<file path="config.mk">
export PLATFORM = sky130hd
export DESIGN_NAME = forward_arbiter_wrr
export DESIGN_NICKNAME = d
export VERILOG_FILES = /design/src/rtl/forward_arbiter_wrr.sv
export SDC_FILE = /design/constraint.sdc
export NUM_CORES = 1
export LEC_CHECK = 0
export ABC_CLOCK_PERIOD_IN_PS = 7060
export BUFFER_PORTS_ARGS = -buffer_cell sky130_fd_sc_hd__buf_2
export CAP_MARGIN = 20
export CORE_ASPECT_RATIO = 1.2
export CORE_UTILIZATION = 30
export DETAILED_ROUTE_END_ITERATION = 8
export GPL_TIMING_DRIVEN = 0
export PLACE_DENSITY_LB_ADDON = 0.3
export SETUP_SLACK_MARGIN = 0.3
export SYNTH_ARGS = -nofsm -noshare
export SYNTH_HDL_FRONTEND = slang
export SYNTH_SLANG_ARGS = --single-unit
</file>
<file path="constraint.sdc">
create_clock -name ACLK -period 7.06 [get_ports ACLK]
set_clock_uncertainty 0.15 [all_clocks]
set_input_delay 0.353 -clock ACLK [delete_from_list [all_inputs] [get_ports ACLK]]
set_output_delay 0.353 -clock ACLK [all_outputs]
set_load 0.1 [all_outputs]
</file>
<file path="src/rtl/forward_arbiter_wrr.sv">
// forward_arbiter_wrr: per-slave forward arbiter with burst locking, weighted round-robin
// and full-aware push qualification.
module forward_arbiter_wrr #(
  parameter int masters = 4,
  parameter int slaves = 2,
  parameter int i_am_slave_number = 0,
  parameter int WEIGHT_W = 3,
  localparam int DW = slaves > 1 ? $clog2(slaves) : 1,
  localparam int MW = $clog2(masters)
) (
  input  logic                ACLK,
  input  logic                ARESETn,
  input  logic                master_fifo_empty [0:masters-1],
  input  logic [DW-1:0]       master_slave_dest [0:masters-1],
  input  logic                master_fifo_last  [0:masters-1],
  input  logic [WEIGHT_W-1:0] master_weight     [0:masters-1],
  input  logic                slave_fifo_full,
  output logic                push_to_fifo,
  output logic [masters-1:0]  pop_master,
  output logic [MW-1:0]       grant_master_number,
  output logic                burst_locked
);
  typedef enum logic {IDLE, LOCKED} state_t;
  localparam logic [WEIGHT_W:0] one = 1;
  state_t state, state_n;
  logic [MW-1:0] lock_master, lock_n, rr_ptr, rr_n, idle_grant, grant;
  logic [WEIGHT_W-1:0] credit, credit_n, w;
  logic [WEIGHT_W:0] credit_inc;
  logic [masters-1:0] req;
  logic locked_n, done;

  function automatic logic [MW-1:0] wrap(input int v);
    return MW'(v >= masters ? v - masters : v);
  endfunction

  always_comb begin
    req = '0;
    for (int i = 0; i < masters; i++)
      req[i] = ~master_fifo_empty[i] & (master_slave_dest[i] == DW'(i_am_slave_number));
  end

  // Scanning downward lets the closest requester after rr_ptr win.
  always_comb begin
    idle_grant = rr_ptr;
    for (int k = masters - 1; k >= 0; k--)
      if (req[wrap(int'(rr_ptr) + k)]) idle_grant = wrap(int'(rr_ptr) + k);
  end

  assign grant = state == LOCKED ? lock_master : idle_grant;
  assign push_to_fifo = ARESETn & req[grant] & ~slave_fifo_full;
  assign grant_master_number = grant;
  assign w = master_weight[grant] == '0 ? WEIGHT_W'(1) : master_weight[grant];
  assign credit_inc = {1'b0, credit} + one;
  assign done = push_to_fifo & master_fifo_last[grant];

  always_comb begin
    pop_master = '0;
    for (int i = 0; i < masters; i++)
      pop_master[i] = push_to_fifo & (grant == MW'(i));
  end

  always_comb begin
    state_n = state;
    lock_n = lock_master;
    rr_n = rr_ptr;
    credit_n = credit;
    locked_n = burst_locked;
    if (push_to_fifo && state == IDLE && !master_fifo_last[grant]) begin
      state_n = LOCKED;
      lock_n = grant;
      locked_n = 1'b1;
    end
    if (done) begin
      state_n = IDLE;
      locked_n = 1'b0;
      if (grant == rr_ptr && credit_inc < {1'b0, w}) credit_n = credit_inc[WEIGHT_W-1:0];
      else begin
        rr_n = wrap(int'(grant) + 1);
        credit_n = '0;
      end
    end
  end

  always_ff @(posedge ACLK) begin
    if (!ARESETn) begin
      state <= IDLE;
      lock_master <= '0;
      rr_ptr <= '0;
      credit <= '0;
      burst_locked <= 1'b0;
    end else begin
      state <= state_n;
      lock_master <= lock_n;
      rr_ptr <= rr_n;
      credit <= credit_n;
      burst_locked <= locked_n;
    end
  end
endmodule

</file>
# After elaboration in Yosys (flattened, before gate mapping)
# Cells that the tools add are included.
[word_totals]
regBits = 8
out_inout_bits = 8
input_bits = 27
word_cells = 90
[classes]
n_addsub = 10
n_eq_ne = 4
n_reduce_logical = 8
n_mux = 28
bitwise_logic = 24
magnitude_cmp = 12
[ops]
columns = ["operator", "n"]
rows = [
  ["$mux W2", 10],
  ["$ge A3 B3 Y1 const B", 5],
  ["$lt A2 B3 Y1 const B", 5],
  ["$bmux W1 S2", 6],
  ["$mux W3", 4],
  ["$not A1 Y1", 12],
  ["$and A1 B1 Y1", 11],
  ["$sub A2 B1 Y2 const B", 5],
  ["$mux W1", 7],
  ["$add A2 B1 Y3 const B", 2],
  ["$add A2 B2 Y3 const B", 2],
  ["$bmux W3 S2", 1],
  ["$add A3 B1 Y4 const B", 1],
  ["$eq A2 B2 Y1 const B", 2],
  ["$lt A4 B3 Y1", 1],
  ["$ge A2 B3 Y1 const B", 1],
  ["$logic_and A1 B1 Y1", 3],
  ["$logic_not A3 Y1", 1],
  ["$not A2 Y3", 1],
  ["$eq A2 B1 Y1 const B", 1],
  ["$eq A2 B2 Y1", 1],
  ["$logic_not A2 Y1", 1],
  ["$reduce_and A2 Y1", 1],
  ["$reduce_or A2 Y1", 1],
  ["$logic_not A1 Y1", 1],
]

# Depth between registers and ports, before layout
[depth]
word_depth = 20
mapped_depth = 15
ltp_nobuf = 14

# Worst setup path before layout
# Ideal clock, no wire load.
[synth_path]
path_kind = "register to output"
start = "register state"
end = "output pop_master[0]"
setup_slack_ns = 2.603
path_stages_with_launch = 8
t_arrival_ns = 3.954
t_required_ns = 6.557
cell_sequence = "dfxtp_1 -> nand2b_1 -> o22a_1 -> o21ai_4 -> mux2i_1 -> a2111oi_2 -> buf_2 -> and2_1"
[synth_between]
elab_chain_len = 6
word_cells_on_any_way = 7
classes_between = "mux: 3; bitwise: 3; reduce/logical: 1"
[synth_rtl]
columns = ["item", "line", "source"]
rows = [
  ["start: declaration", "25", "state_t state, state_n;"],
  ["start signal: assignment", "92", "state <= state_n;"],
  ["$mux W2", "49", "assign grant = state == LOCKED ? lock_master : idle_grant;"],
  ["net grant_master_number[1]", "20", "output logic [MW-1:0] grant_master_number,"],
  ["$bmux W1 S2", "50", "assign push_to_fifo = ARESETn & req[grant] & ~slave_fifo_full;"],
  ["$mux W1 (implied by the code)", "50", ""],
  ["$and A1 B1 Y1 (2 in series)", "50", ""],
  ["net push_to_fifo", "18", "output logic push_to_fifo,"],
  ["$and A1 B1 Y1", "59", "pop_master[i] = push_to_fifo & (grant == MW'(i));"],
  ["end: declaration", "19", "output logic [masters-1:0] pop_master,"],
]
# The timed path passes the listed nets, and every way through them passes these cells. The select of a mux whose other input is x is not followed.

# Final worst setup path
[layout_path]
start = "register rr_ptr[1]"
end = "register credit[2]"
[layout_between]
elab_chain_len = 19
word_cells_on_any_way = 46
classes_between = "add/sub: 7; order compare: 5; eq/ne: 1; mux: 27; bitwise: 4; reduce/logical: 2"
[layout_rtl]
columns = ["item", "line", "source"]
rows = [
  ["start: declaration", "26", "logic [MW-1:0] lock_master, lock_n, rr_ptr, rr_n, idle_grant, grant;"],
  ["start signal: assignment", "94", "rr_ptr <= rr_n;"],
  ["$add A2 B2 Y3", "46", "if (req[wrap(int'(rr_ptr) + k)]) idle_grant = wrap(int'(rr_ptr) + k);"],
  ["$ge A3 B3 Y1 / $sub A2 B1 Y2 (equally long branches)", "33", "return MW'(v >= masters ? v - masters : v);"],
  ["$mux W2", "33", ""],
  ["$bmux W1 S2", "46", ""],
  ["$mux W1 (implied by the code)", "46", ""],
  ["$mux W2 (4 in series)", "46", ""],
  ["$mux W2", "49", ""],
  ["$not A2 Y3 (implied by the code)", "52, 54", ""],
  ["$bmux W3 S2", "52", "assign w = master_weight[grant] == '0 ? WEIGHT_W'(1) : master_weight[grant];"],
  ["$mux W3 (implied by the code) (2 in series)", "52", ""],
  ["$logic_not A3 Y1", "52", ""],
  ["$mux W3", "52", ""],
  ["$lt A4 B3 Y1", "76", "if (grant == rr_ptr && credit_inc < {1'b0, w}) credit_n = credit_inc[WEIGHT_W-1:0];"],
  ["$logic_and A1 B1 Y1", "76", ""],
  ["$mux W3", "76", ""],
  ["end signal: assignment", "95", "credit <= credit_n;"],
  ["end: declaration", "27", "logic [WEIGHT_W-1:0] credit, credit_n, w;"],
]
# Several ways; a longest one is shown, not always the timed one. The select of a mux whose other input is x is not followed.
# A chain may end at the register's enable or synchronous reset.

==> impl_metrics.yaml <==
routing:
  detailroute.wirelength.met2_um: 1420
  detail_route.drc_violations: 0
  route.layer.met1.wl_um: 1210
  top_layer: "met4"
  routed-wl-met3_um: 114
  detail_route.iter0.violations: 41
  post_drt_wl_per_cell_um: 14.2
  drtPass1Iterations: 4
  routed_via_density: 5.65
  detailroute.via_count: 1097
  wl_um: 2760
  antenna_left: 0
timing:
  final.setup.tns_ns: 0
  max_freq_mhz: 280
  final_setup_violations: 0
  timing.final.crit_share_pct: 50.6
  finalHoldViolations: 0
  timing_worst_slew_pin_value_ns: 0.611
  rsz_0062_raised_after_global_routing: "false"
  slew_headroom_pct: 59.1
  fin_ws_ns: 3.49
  final_count_of_pins_violating_max_slew: 0
  timing.hold.ws_ns: 0.226
  timing.final.crit_period_ns: 3.57
floorplan:
  die-area_um2: 3550
  start_util_pct: 32.0
  die-height_um: 65.1
  core_area_um2: 3110
  die_width_um: 54.6
  num_rows: 22
  num_io_pins: 35
global_route:
  grt_antenna_before_repair: 0
  grt_max_degree: 12
  track_usage_pct: 17.0
  grt_pass1_vias: 1051
  sum_of_overflow_across_all_layers_after_global_routing: 0
  grt_first_pass_wirelength_um: 4550
placement:
  placed_cells: 191
  dpl-instance-area_um2: 1210
  pre_cts_ws_ns: 3.41
  dpl.hpwl_um: 2130
  gp_routability_congestion: 0.786
  portBuffers: 34
clocking:
  cts_root_buf: "clkbuf_4"
  path_clk_slew_ns: 0.06
  cts_setup_buffers: 0
  cts.sink_count: 8
  clock_path_buffers: 2
  tritoncts: "built"
  clkLatencyLatePin_ns: 0.25
  maximum_level_of_the_cts_h_tree: 1
  cts_hold_repair.buffers: 0
  post_cts_resize_count: 0
  cts_inserted_buffers: 3
worst_setup_path:
  worst_setup_path_start_kind: "register"
  worstRegToRegCells: 15
  crit_path_max_fanout: 10
  worst_r2r_startpoint: "rr_ptr[1]"
  timing.critical_path.to_type: "register"
  reg2reg_slack_ns: 3.49
  critPathKind: "reg2reg"
  required_ns: 7.09
  worst_ep_arrival_time_ns: 3.60
  timing.rr.end: "credit[2]"
finish:
  layout-drive-gt1-share_pct: 29.1
  most-common-layout-cells: "buf_2 (35), nand2_1 (12), inv_1 (8), dfxtp_1 (8)"
  area.sequential_um2: 160
  nets: 194
  multi_input_comb_area_um2: 786
  number_of_antenna_diodes: 0
  instances_no_fill: 194
  layout_commonest_cell: "buf_2"
  postLayoutCellArea_um2: 1230
  areaGrowthSynthToFinish_pct: 23.9
  fillers: 328
  final_core_utilization_pct: 39.7
pwr:
  totalPowerFinal_mw: 0.189
  leakage_nw: 0.557
  ir_drop_uv: 113
  power.density_cell_area_nw_per_um2: 153
run_status:
  outcome: "finished clean"
yosys:
  post-synth-top-area-fraction_pct: 16.1
  number_of_distinct_library_cells_after_synthesis: 50
  synth_top_cell_by_area: "dfxtp_1"
  synthesis.area_um2: 996
  yosys_warnings: 0
  synth_ff_type: "dfxtp_1"
  top_cells_by_area_synth: "dfxtp_1 (16%), ha_1 (8.8%), mux4_2 (4.5%), nand2_1 (4.5%), mux2i_1 (4.0%)"
  synth-async-reset-ratio_pct: 0
  synth_enable_flop_cells: 0
  postSynthRegisterBits: 8
  synthesis.nets: 155
  seq_area_frac_synth_pct: 16.1
  synthesis.area_per_instance_um2: 8.23
  syn-instance-count: 121
min_path:
  worstHoldEndpoint: "state"
  holdCritPathClass: "in2reg"
  hold-path-cell-count: 3
  hold_path.startpoint: "ARESETn"
flow_run:
  max_cap_violations: 0
-- sequential cells by signal, indices dropped and copies added (netlist names) --
register,cells
credit,3
lock_master,2
rr_ptr,2
state,1
-- critical path, cell delays in order, from the launching register on --
cell and delay, ns:
dfxtp_1 0.44, clkbuf_1 0.45, nor2_1 0.09, o211ai_1 0.28
nand4_1 0.13, o2111ai_1 0.15, and2_1 0.16, inv_1 0.04
ha_1 0.28, nor2b_1 0.13, o21ai_0 0.14, nand2_1 0.07
a211oi_1 0.36, o31a_1 0.29, nand4bb_1 0.14, a31oi_1 0.19
-- per-layer routing --
layer | track usage [%] | vias up
met4 | 3.53 | 0
met5 | 0 | -
met3 | 1.39 | 4
met2 | 30.3 | 34
met1 | 21.2 | 512
li1 | - | 547
-- how the worst max path moves through the flow --
stage / start / end / cells after the start
6_report: rr_ptr[1] / credit[2] / 15
5_1_grt: state / credit[2] / 15
4_1_cts: state / credit[2] / 15
3_5_place_dp: master_slave_dest[2] / credit[2] / 15
3_3_place_gp: master_slave_dest[2] / rr_ptr[1] / 15
2_1_floorplan: state / pop_master[0] / 7
-- area by class of cell --
class                      count  share of cell area, %
inverter                       8                   2.43
tap                           36                   3.65
multi-input combinational    101                   63.7
clock buffer                   3                   1.83
sequential                     8                   13.0
timing repair buffer          34                   13.8
buffer                         4                   1.62
-- power breakdown --
group | switching (mW) | total [mW] | leakage, nW | internal (mW)
registers | 0.00208 | 0.0490 | 0.0646 | 0.0469
clock network | 0.0154 | 0.0348 | 0.0138 | 0.0194
logic | 0.0685 | 0.105 | 0.479 | 0.0365
total | 0.0860 | 0.189 | 0.557 | 0.103
-- synthesized netlist by cell type (all sizes together) (2+ instances only) --
cell	n
nand2	12
dfxtp	8
inv	8
nor2	8
ha	7
and2	6
o21ai	6
a21oi	5
mux2i	4
nand4	4
o211ai	3
o22a	3
o22ai	3
or3	3
a2111oi	2
a211oi	2
a221oi	2
a31oi	2
buf	2
clkbuf	2
mux4	2
nor2b	2
o221ai	2
or2	2
xor2	2
-- cell families after synthesis --
group / after synthesis / synth area share, %
AND/OR/NAND/NOR: 45 / 24.9
AO/OA/AOI/OAI: 40 / 33.8
buffers and inverters: 12 / 5.03
flip-flops: 8 / 16.1
multiplexers: 7 / 9.67
adder cells (fa/ha/maj): 7 / 8.79
XOR/XNOR: 2 / 1.76
No activity file was read; power rests on OpenSTA's default activity.
